<file path="src/rtl/i2s_wb_pkg.sv">
// Shared definitions for the multi-channel audio Wishbone register file:
// register word offsets, control/status/interrupt bit positions, commit FSM states.
package i2s_wb_pkg;

  // Word offsets (byte address bits [7:2])
  localparam logic [5:0] OffCtrl       = 6'h00;
  localparam logic [5:0] OffStat       = 6'h01;
  localparam logic [5:0] OffFifoLow    = 6'h02;
  localparam logic [5:0] OffFifoLevel  = 6'h03;
  localparam logic [5:0] OffIrqEn      = 6'h04;
  localparam logic [5:0] OffIrqStat    = 6'h05;
  localparam logic [5:0] OffUnderrun   = 6'h06;
  localparam logic [5:0] OffSampleBase = 6'h08;

  localparam int unsigned CtrlDacMode    = 0;
  localparam int unsigned CtrlAutoCommit = 1;

  localparam int unsigned StatLow     = 0;
  localparam int unsigned StatEmpty   = 1;
  localparam int unsigned StatFull    = 2;
  localparam int unsigned StatPending = 3;

  localparam int unsigned IrqLow   = 0;
  localparam int unsigned IrqEmpty = 1;
  localparam int unsigned IrqXfer  = 2;
  localparam int unsigned IrqW     = 3;

  typedef enum logic {StIdle, StPend} commit_state_e;

  // Replace the byte lanes of old_val selected by sel with those of new_val.
  function automatic logic [31:0] merge_bytes(input logic [31:0] old_val,
                                              input logic [31:0] new_val,
                                              input logic [3:0]  sel);
    logic [31:0] res;
    res = old_val;
    for (int b = 0; b < 4; b++) begin
      if (sel[b]) res[8*b +: 8] = new_val[8*b +: 8];
    end
    return res;
  endfunction

endpackage

</file>
<file path="src/rtl/i2s_wb_irq_ctrl.sv">
// Interrupt controller: edge detectors on FIFO status, sticky W1C status bits
// (set beats a same-cycle clear), enable mask and the interrupt line.
module i2s_wb_irq_ctrl
  import i2s_wb_pkg::*;
(
  input  logic            clk,
  input  logic            rst,
  input  logic            fifo_low,
  input  logic            fifo_empty,
  input  logic            frame_xfer,
  input  logic [IrqW-1:0] irq_en,
  input  logic            clr_valid,
  input  logic [IrqW-1:0] clr_mask,
  output logic [IrqW-1:0] irq_stat,
  output logic            empty_rise,
  output logic            irq
);

  logic            low_q, empty_q;
  logic [IrqW-1:0] stat_q, stat_d, set_bits;

  assign empty_rise = fifo_empty && !empty_q;

  // Next sticky status: clear first, then set so a new event is never lost.
  always_comb begin
    set_bits           = '0;
    set_bits[IrqLow]   = fifo_low && !low_q;
    set_bits[IrqEmpty] = empty_rise;
    set_bits[IrqXfer]  = frame_xfer;
    stat_d             = stat_q;
    if (clr_valid) stat_d = stat_d & ~clr_mask;
    stat_d = stat_d | set_bits;
  end

  // Edge-detector history and status register.
  always_ff @(posedge clk) begin
    if (rst) begin
      low_q   <= 1'b0;
      empty_q <= 1'b0;
      stat_q  <= '0;
    end else begin
      low_q   <= fifo_low;
      empty_q <= fifo_empty;
      stat_q  <= stat_d;
    end
  end

  assign irq_stat = stat_q;
  assign irq      = |(stat_q & irq_en);

endmodule

</file>
<file path="src/rtl/i2s_wb_regfile_mc.sv">
// Multi-channel audio Wishbone register file: per-channel sample staging, committed
// frame handshake to the audio FIFO with stall backpressure, and a maskable interrupt.
// Optional build macro: I2S_WB_UNDERRUN_CNT_EN adds the saturating underrun counter.
module i2s_wb_regfile_mc
  import i2s_wb_pkg::*;
#(
  parameter int unsigned NUM_CH        = 2,
  parameter int unsigned SAMPLE_W      = 24,
  parameter int unsigned FIFO_LEN_BITS = 4,
  parameter logic [31:0] BASE_ADDR     = 32'h9000_0000
) (
  input  logic                         clk,
  input  logic                         rst,
  input  logic [31:0]                  wb_adr_i,
  input  logic [31:0]                  wb_dat_i,
  input  logic [3:0]                   wb_sel_i,
  input  logic                         wb_stb_i,
  input  logic                         wb_we_i,
  output logic [31:0]                  wb_dat_o,
  output logic                         wb_ack_o,
  output logic                         wb_stall_o,
  output logic [NUM_CH*SAMPLE_W-1:0]   audio_data,
  output logic                         audio_valid,
  input  logic                         audio_ready,
  input  logic                         fifo_full,
  input  logic                         fifo_empty,
  input  logic                         fifo_low,
  input  logic [FIFO_LEN_BITS:0]       fifo_level,
  output logic [FIFO_LEN_BITS:0]       fifo_threshold,
  output logic                         dac_mode,
  output logic                         irq_o
);

  localparam int unsigned LvlW   = FIFO_LEN_BITS + 1;
  localparam int unsigned FrameW = NUM_CH * SAMPLE_W;
  localparam logic [5:0]  LastCh = 6'(NUM_CH - 1);

  commit_state_e state_q, state_d;

  logic [SAMPLE_W-1:0] staging_q [NUM_CH];
  logic [SAMPLE_W-1:0] staging_d [NUM_CH];
  logic [FrameW-1:0]   frame_next;
  logic [1:0]          ctrl_q, ctrl_d;
  logic [LvlW-1:0]     thr_q, thr_d;
  logic [IrqW-1:0]     irq_en_q, irq_en_d, irq_stat;
  logic [31:0]         rdata, ctrl_m, thr_m, en_m, smerge;
  logic                hit, is_sample, wr_en, commit_req, accept, wr_acc, commit;
  logic                xfer, empty_rise;
  logic [5:0]          woff, ch_off;
  logic [1:0]          unused_adr;

  assign unused_adr = wb_adr_i[1:0];
  assign hit        = wb_adr_i[31:8] == BASE_ADDR[31:8];
  assign woff       = wb_adr_i[7:2];
  assign ch_off     = woff - OffSampleBase;
  assign is_sample  = (woff >= OffSampleBase) && (32'(ch_off) < NUM_CH);
  assign wr_en      = wb_stb_i && wb_we_i && hit;
  assign commit_req = wr_en && is_sample &&
                      ((wb_sel_i[3] && wb_dat_i[31]) ||
                       (ctrl_q[CtrlAutoCommit] && ch_off == LastCh));
  // Stall uses the registered state, so a commit right after a transfer costs a bubble.
  assign wb_stall_o = (state_q == StPend) && commit_req;
  assign accept     = wb_stb_i && !wb_stall_o;
  assign wr_acc     = accept && wr_en;
  assign commit     = wr_acc && commit_req;
  assign audio_valid = state_q == StPend;
  assign xfer        = audio_valid && audio_ready;

  // Staging next-state with this cycle's sample write merged in; also the frame to commit.
  always_comb begin
    smerge     = '0;
    frame_next = '0;
    for (int unsigned n = 0; n < NUM_CH; n++) begin
      staging_d[n] = staging_q[n];
      if (wr_acc && is_sample && ch_off == 6'(n)) begin
        smerge       = merge_bytes(32'(staging_q[n]), wb_dat_i, wb_sel_i);
        staging_d[n] = smerge[SAMPLE_W-1:0];
      end
      frame_next[n*SAMPLE_W +: SAMPLE_W] = staging_d[n];
    end
  end

  // Control register next-state with byte-lane merging.
  always_comb begin
    ctrl_m   = merge_bytes(32'(ctrl_q), wb_dat_i, wb_sel_i);
    thr_m    = merge_bytes(32'(thr_q), wb_dat_i, wb_sel_i);
    en_m     = merge_bytes(32'(irq_en_q), wb_dat_i, wb_sel_i);
    ctrl_d   = (wr_acc && woff == OffCtrl)    ? ctrl_m[1:0]      : ctrl_q;
    thr_d    = (wr_acc && woff == OffFifoLow) ? thr_m[LvlW-1:0]  : thr_q;
    irq_en_d = (wr_acc && woff == OffIrqEn)   ? en_m[IrqW-1:0]   : irq_en_q;
  end

  // Commit FSM next-state: one frame in flight, released by the FIFO handshake.
  always_comb begin
    state_d = state_q;
    unique case (state_q)
      StIdle:  if (commit) state_d = StPend;
      StPend:  if (audio_ready) state_d = StIdle;
      default: state_d = StIdle;
    endcase
  end

`ifdef I2S_WB_UNDERRUN_CNT_EN
  logic [15:0] underrun_q, underrun_base;
  logic        committed_q, underrun_inc;

  assign underrun_inc  = empty_rise && (ctrl_q[CtrlDacMode] || committed_q);
  assign underrun_base = (wr_acc && woff == OffUnderrun) ? 16'd0 : underrun_q;

  // Saturating underrun counter; an increment beats a same-cycle clear.
  always_ff @(posedge clk) begin
    if (rst) begin
      underrun_q  <= '0;
      committed_q <= 1'b0;
    end else begin
      underrun_q  <= (underrun_inc && underrun_base != 16'hFFFF) ? underrun_base + 16'd1
                                                                 : underrun_base;
      if (commit) committed_q <= 1'b1;
    end
  end
`else
  logic unused_empty_rise;
  assign unused_empty_rise = empty_rise;
`endif

  // Read mux; misses, unmapped offsets and the write-only sample window read zero.
  always_comb begin
    rdata = '0;
    if (hit) begin
      case (woff)
        OffCtrl:      rdata = 32'(ctrl_q);
        OffStat:      rdata = 32'({audio_valid, fifo_full, fifo_empty, fifo_low});
        OffFifoLow:   rdata = 32'(thr_q);
        OffFifoLevel: rdata = 32'(fifo_level);
        OffIrqEn:     rdata = 32'(irq_en_q);
        OffIrqStat:   rdata = 32'(irq_stat);
`ifdef I2S_WB_UNDERRUN_CNT_EN
        OffUnderrun:  rdata = 32'(underrun_q);
`endif
        default:      rdata = '0;
      endcase
    end
  end

  // Registers, staging, committed frame and the Wishbone response.
  always_ff @(posedge clk) begin
    if (rst) begin
      state_q    <= StIdle;
      ctrl_q     <= '0;
      thr_q      <= '0;
      irq_en_q   <= '0;
      audio_data <= '0;
      wb_ack_o   <= 1'b0;
      wb_dat_o   <= '0;
      for (int unsigned n = 0; n < NUM_CH; n++) staging_q[n] <= '0;
    end else begin
      state_q  <= state_d;
      ctrl_q   <= ctrl_d;
      thr_q    <= thr_d;
      irq_en_q <= irq_en_d;
      if (commit) audio_data <= frame_next;
      wb_ack_o <= accept;
      wb_dat_o <= (accept && !wb_we_i) ? rdata : '0;
      for (int unsigned n = 0; n < NUM_CH; n++) staging_q[n] <= staging_d[n];
    end
  end

  assign fifo_threshold = thr_q;
  assign dac_mode       = ctrl_q[CtrlDacMode];

  i2s_wb_irq_ctrl u_irq_ctrl (
    .clk        (clk),
    .rst        (rst),
    .fifo_low   (fifo_low),
    .fifo_empty (fifo_empty),
    .frame_xfer (xfer),
    .irq_en     (irq_en_q),
    .clr_valid  (wr_acc && woff == OffIrqStat && wb_sel_i[0]),
    .clr_mask   (wb_dat_i[IrqW-1:0]),
    .irq_stat   (irq_stat),
    .empty_rise (empty_rise),
    .irq        (irq_o)
  );

endmodule
</file>
<file path="config.mk">
export PLATFORM = sky130hd
export DESIGN_NAME = i2s_wb_regfile_mc
export DESIGN_NICKNAME = d
export VERILOG_FILES = /design/src/rtl/i2s_wb_pkg.sv /design/src/rtl/i2s_wb_irq_ctrl.sv /design/src/rtl/i2s_wb_regfile_mc.sv
export SDC_FILE = /design/constraint.sdc
export NUM_CORES = 1
export LEC_CHECK = 0
export BUFFER_PORTS_ARGS = -buffer_cell sky130_fd_sc_hd__buf_2
export CAP_MARGIN = 25
export CORE_MARGIN = 8
export CORE_UTILIZATION = 28
export CTS_BUF_LIST = sky130_fd_sc_hd__clkbuf_4
export CTS_CLUSTER_DIAMETER = 30
export DETAILED_ROUTE_END_ITERATION = 8
export PLACE_DENSITY = 0.57
export RECOVER_POWER = 25
export SLEW_MARGIN = 20
export SYNTH_ARGS = -nofsm -noshare
export SYNTH_HDL_FRONTEND = slang
export SYNTH_SLANG_ARGS = --single-unit
</file>
<file path="constraint.sdc">
create_clock -name clk -period 6.7 [get_ports clk]
set_input_delay 1.005 -clock clk [delete_from_list [all_inputs] [get_ports clk]]
set_output_delay 1.005 -clock clk [all_outputs]
set_load 0.02 [all_outputs]
</file>
==> metrics <==
clk root buf clkbuf_4; crit-path cells buf_2, nor4b_1, nand4_1, nor4_1, buf_2; RSZ-0062 raised after global routing no; Initial Utilization 28.3%; post-synth top area share 46.5%; DIE AREA 0.0227 mm²; drt initial violations 127; M2 GR Usage 17.4%; clk_skew 0.0173 ns; cts hold-fix bufs 0; max-cap viol count 1; setup TNS 0 ns; vias in the first global route 3,827; Critical-path top delay cell nand4_1; global route hottest layer met2; final worst slack 2.87 ns; period utilization 57.1%; CP Class input pin to primary output; Pre-antenna DRT Iters 4; Distinct cells, synth 39; M1 GR Usage 15.2%; design area 0.00598 mm²; CP arrival 2.82 ns; setup violators final 0; register bit count reported by yosys 118; Placement Rows 49; Max clock buf depth 2; post-route ant nets 0; cts repair resizes 0; CTS tree built; max frequency 261 MHz; port buffer count 134; layout cell share with drive strength beyond 1 24.5%; core area 0.0179 mm²; max-slew violations 64; antenna violations before repair 0; minimum clock period after layout 3.83 ns; Max IR drop VDD 127 µV; worst slew pin tran 3.22 ns; Critical Path Start Type input pin; most frequent cells in the layout dfxtp_1, nor2_1, buf_2; GRT Residual Overflow 0; Crit path top cell by count buf_2; CTS Sinks 118; Post-Layout Cell Count 882; Mean Syn Cell Area 9.68 µm²; nets 724; Layout area overhead 17.9%; WL/cell 15.3 µm; Reg clk slew, reported paths 0.11 ns; crit-path max cell delay 0.58 ns; Power Density 207 mW/mm²; Static Leak 0.00220 µW; worst rel slew slack -115%; Final Util 33.4%; setup bufs post-CTS 0; commonest non-fill, non-tap cell in the layout dfxtp_1; CP Max Fanout 12; Num CTS Buffers 17; Final Hold Fails 0; Setup crit end kind primary output; Vias 3,984; hpwl dp 9910 µm; H-tree levels 4; Syn Inst Count 524; Ant. Diodes 0; placed cell areas 0.00580 mm²; delay-heaviest family, CP simple AND/OR/NAND/NOR gates; global-route track usage on met3 4.63%; pre-CTS setup slack 2.85 ns; Total Routing Usage GR 11.7%; warnings from Yosys 0; Seq/Total Area, Yosys 46.5%; drt drc 0; Post-Route WL 13,500 µm; later-pin clock latency in the skew report 0.51 ns; area of the mapped netlist 0.00507 mm²; status finished with violations; die width 151 µm; Die Y-Extent 151 µm; failing checks max-capacitance violations, max-slew violations; Inst Count DP 852; Min-Delay Path Class flip-flop to flip-flop; global-route wire length before repair 20,800 µm; Ports 171; worst endpoint required time 5.69 ns; routability cong. 0.725; Bufs and invs on worst path 2; Yosys top cell by area dfxtp_1; Avg Vias per Cell 4.52; Synth area leaders dfxtp_1, mux2i_1, nor2_1; pin count of the biggest net entering global routing 64
-- Yosys cell counts, drive strengths merged --
library cell and n:
nor2b 10, a22o 2, ha 1, and4 1
nor2 115, xnor2 1, nor3 3, a211oi 49
a22oi 1, and2 5, a222oi 1, inv 4
nand2b 2, nor4 23, nand4 20, clkbuf 30
o21ai 2, nor4b 2, nand2 7, and4bb 1
mux2i 56, buf 35, nand3 4, and3 3
a311oi 3, dfxtp 118, mux2 2, nor3b 2
conb 1, or4 3, or4b 1, a21oi 15
nor4bb 1
-- cells by family after synthesis --
family,Yosys count,share of synthesized area (%)
AND/OR/NAND/NOR,203,21.2
flip-flops,118,46.5
AO/OA/AOI/OAI,73,12.5
buffers and inverters,69,7.59
multiplexers,58,11.5
adder cells (fa/ha/maj),1,0.247
other,1,0.0739
XOR/XNOR,1,0.321
-- power by group --
group / switching, µW / internal (µW) / leakage, µW
clock network: 276 / 177 / 0.000115
logic: 55.3 / 25.8 / 0.00114
registers: 0.846 / 703 / 0.000951
total: 332 / 906 / 0.00220
-- per-stage QoR --
step	hold WS (ns)	total power [µW]
after floorplan	0.452	778
final	0.496	1240
after global routing	0.531	1300
after detailed placement	0.475	801
after global placement	0.469	801
after CTS	0.503	1260
-- registers in the layout, indices dropped and copies added, names as in the netlist --
register / flops
u_irq_ctrl.low_q: 1
staging_q: 48
audio_data: 48
u_irq_ctrl.irq_stat: 3
ctrl_q: 2
u_irq_ctrl.empty_q: 1
wb_dat_o: 5
audio_valid: 1
fifo_threshold: 5
irq_en_q: 3
wb_ack_o: 1
-- per-layer routing --
metal,vias up,wire length [µm]
met2,124,5760
li1,2049,-
met5,-,0
met4,0,116
met3,8,1250
met1,1803,6400
-- worst register-to-register path: stages, from the launching register on --
cell and delay [ns]:
dfxtp_1 0.37, a22o_1 0.26, and4_4 0.30, nor4_4 0.79, mux2i_1 0.37, a211oi_2 0.10
-- layout make-up --
type / count / area [µm²]
inverters: 4 / 15.0
flip-flops and latches: 118 / 2360
fillers: 1931 / 11900
clock inverters: 13 / 111
clock buffers: 17 / 128
multi-input cells: 363 / 2430
repair buffers: 138 / 646
well taps: 229 / 287
-- path summary, 6_finish.rpt --
kind / slack (ns) / start / end / cells past startpoint
max: 2.87 / wb_adr_i[26] / wb_stall_o / 5
min: 0.50 / staging_q[0][34]$_SDFF_PP0_ / staging_q[0][34]$_SDFF_PP0_ / 2
max reg2reg: 4.26 / ctrl_q[1]$_SDFFE_PP0P_ / audio_data[23]$_SDFFE_PP0P_ / 5
min reg2reg: 0.50 / staging_q[0][34]$_SDFF_PP0_ / staging_q[0][34]$_SDFF_PP0_ / 2
(Power assumes the default switching activity.)
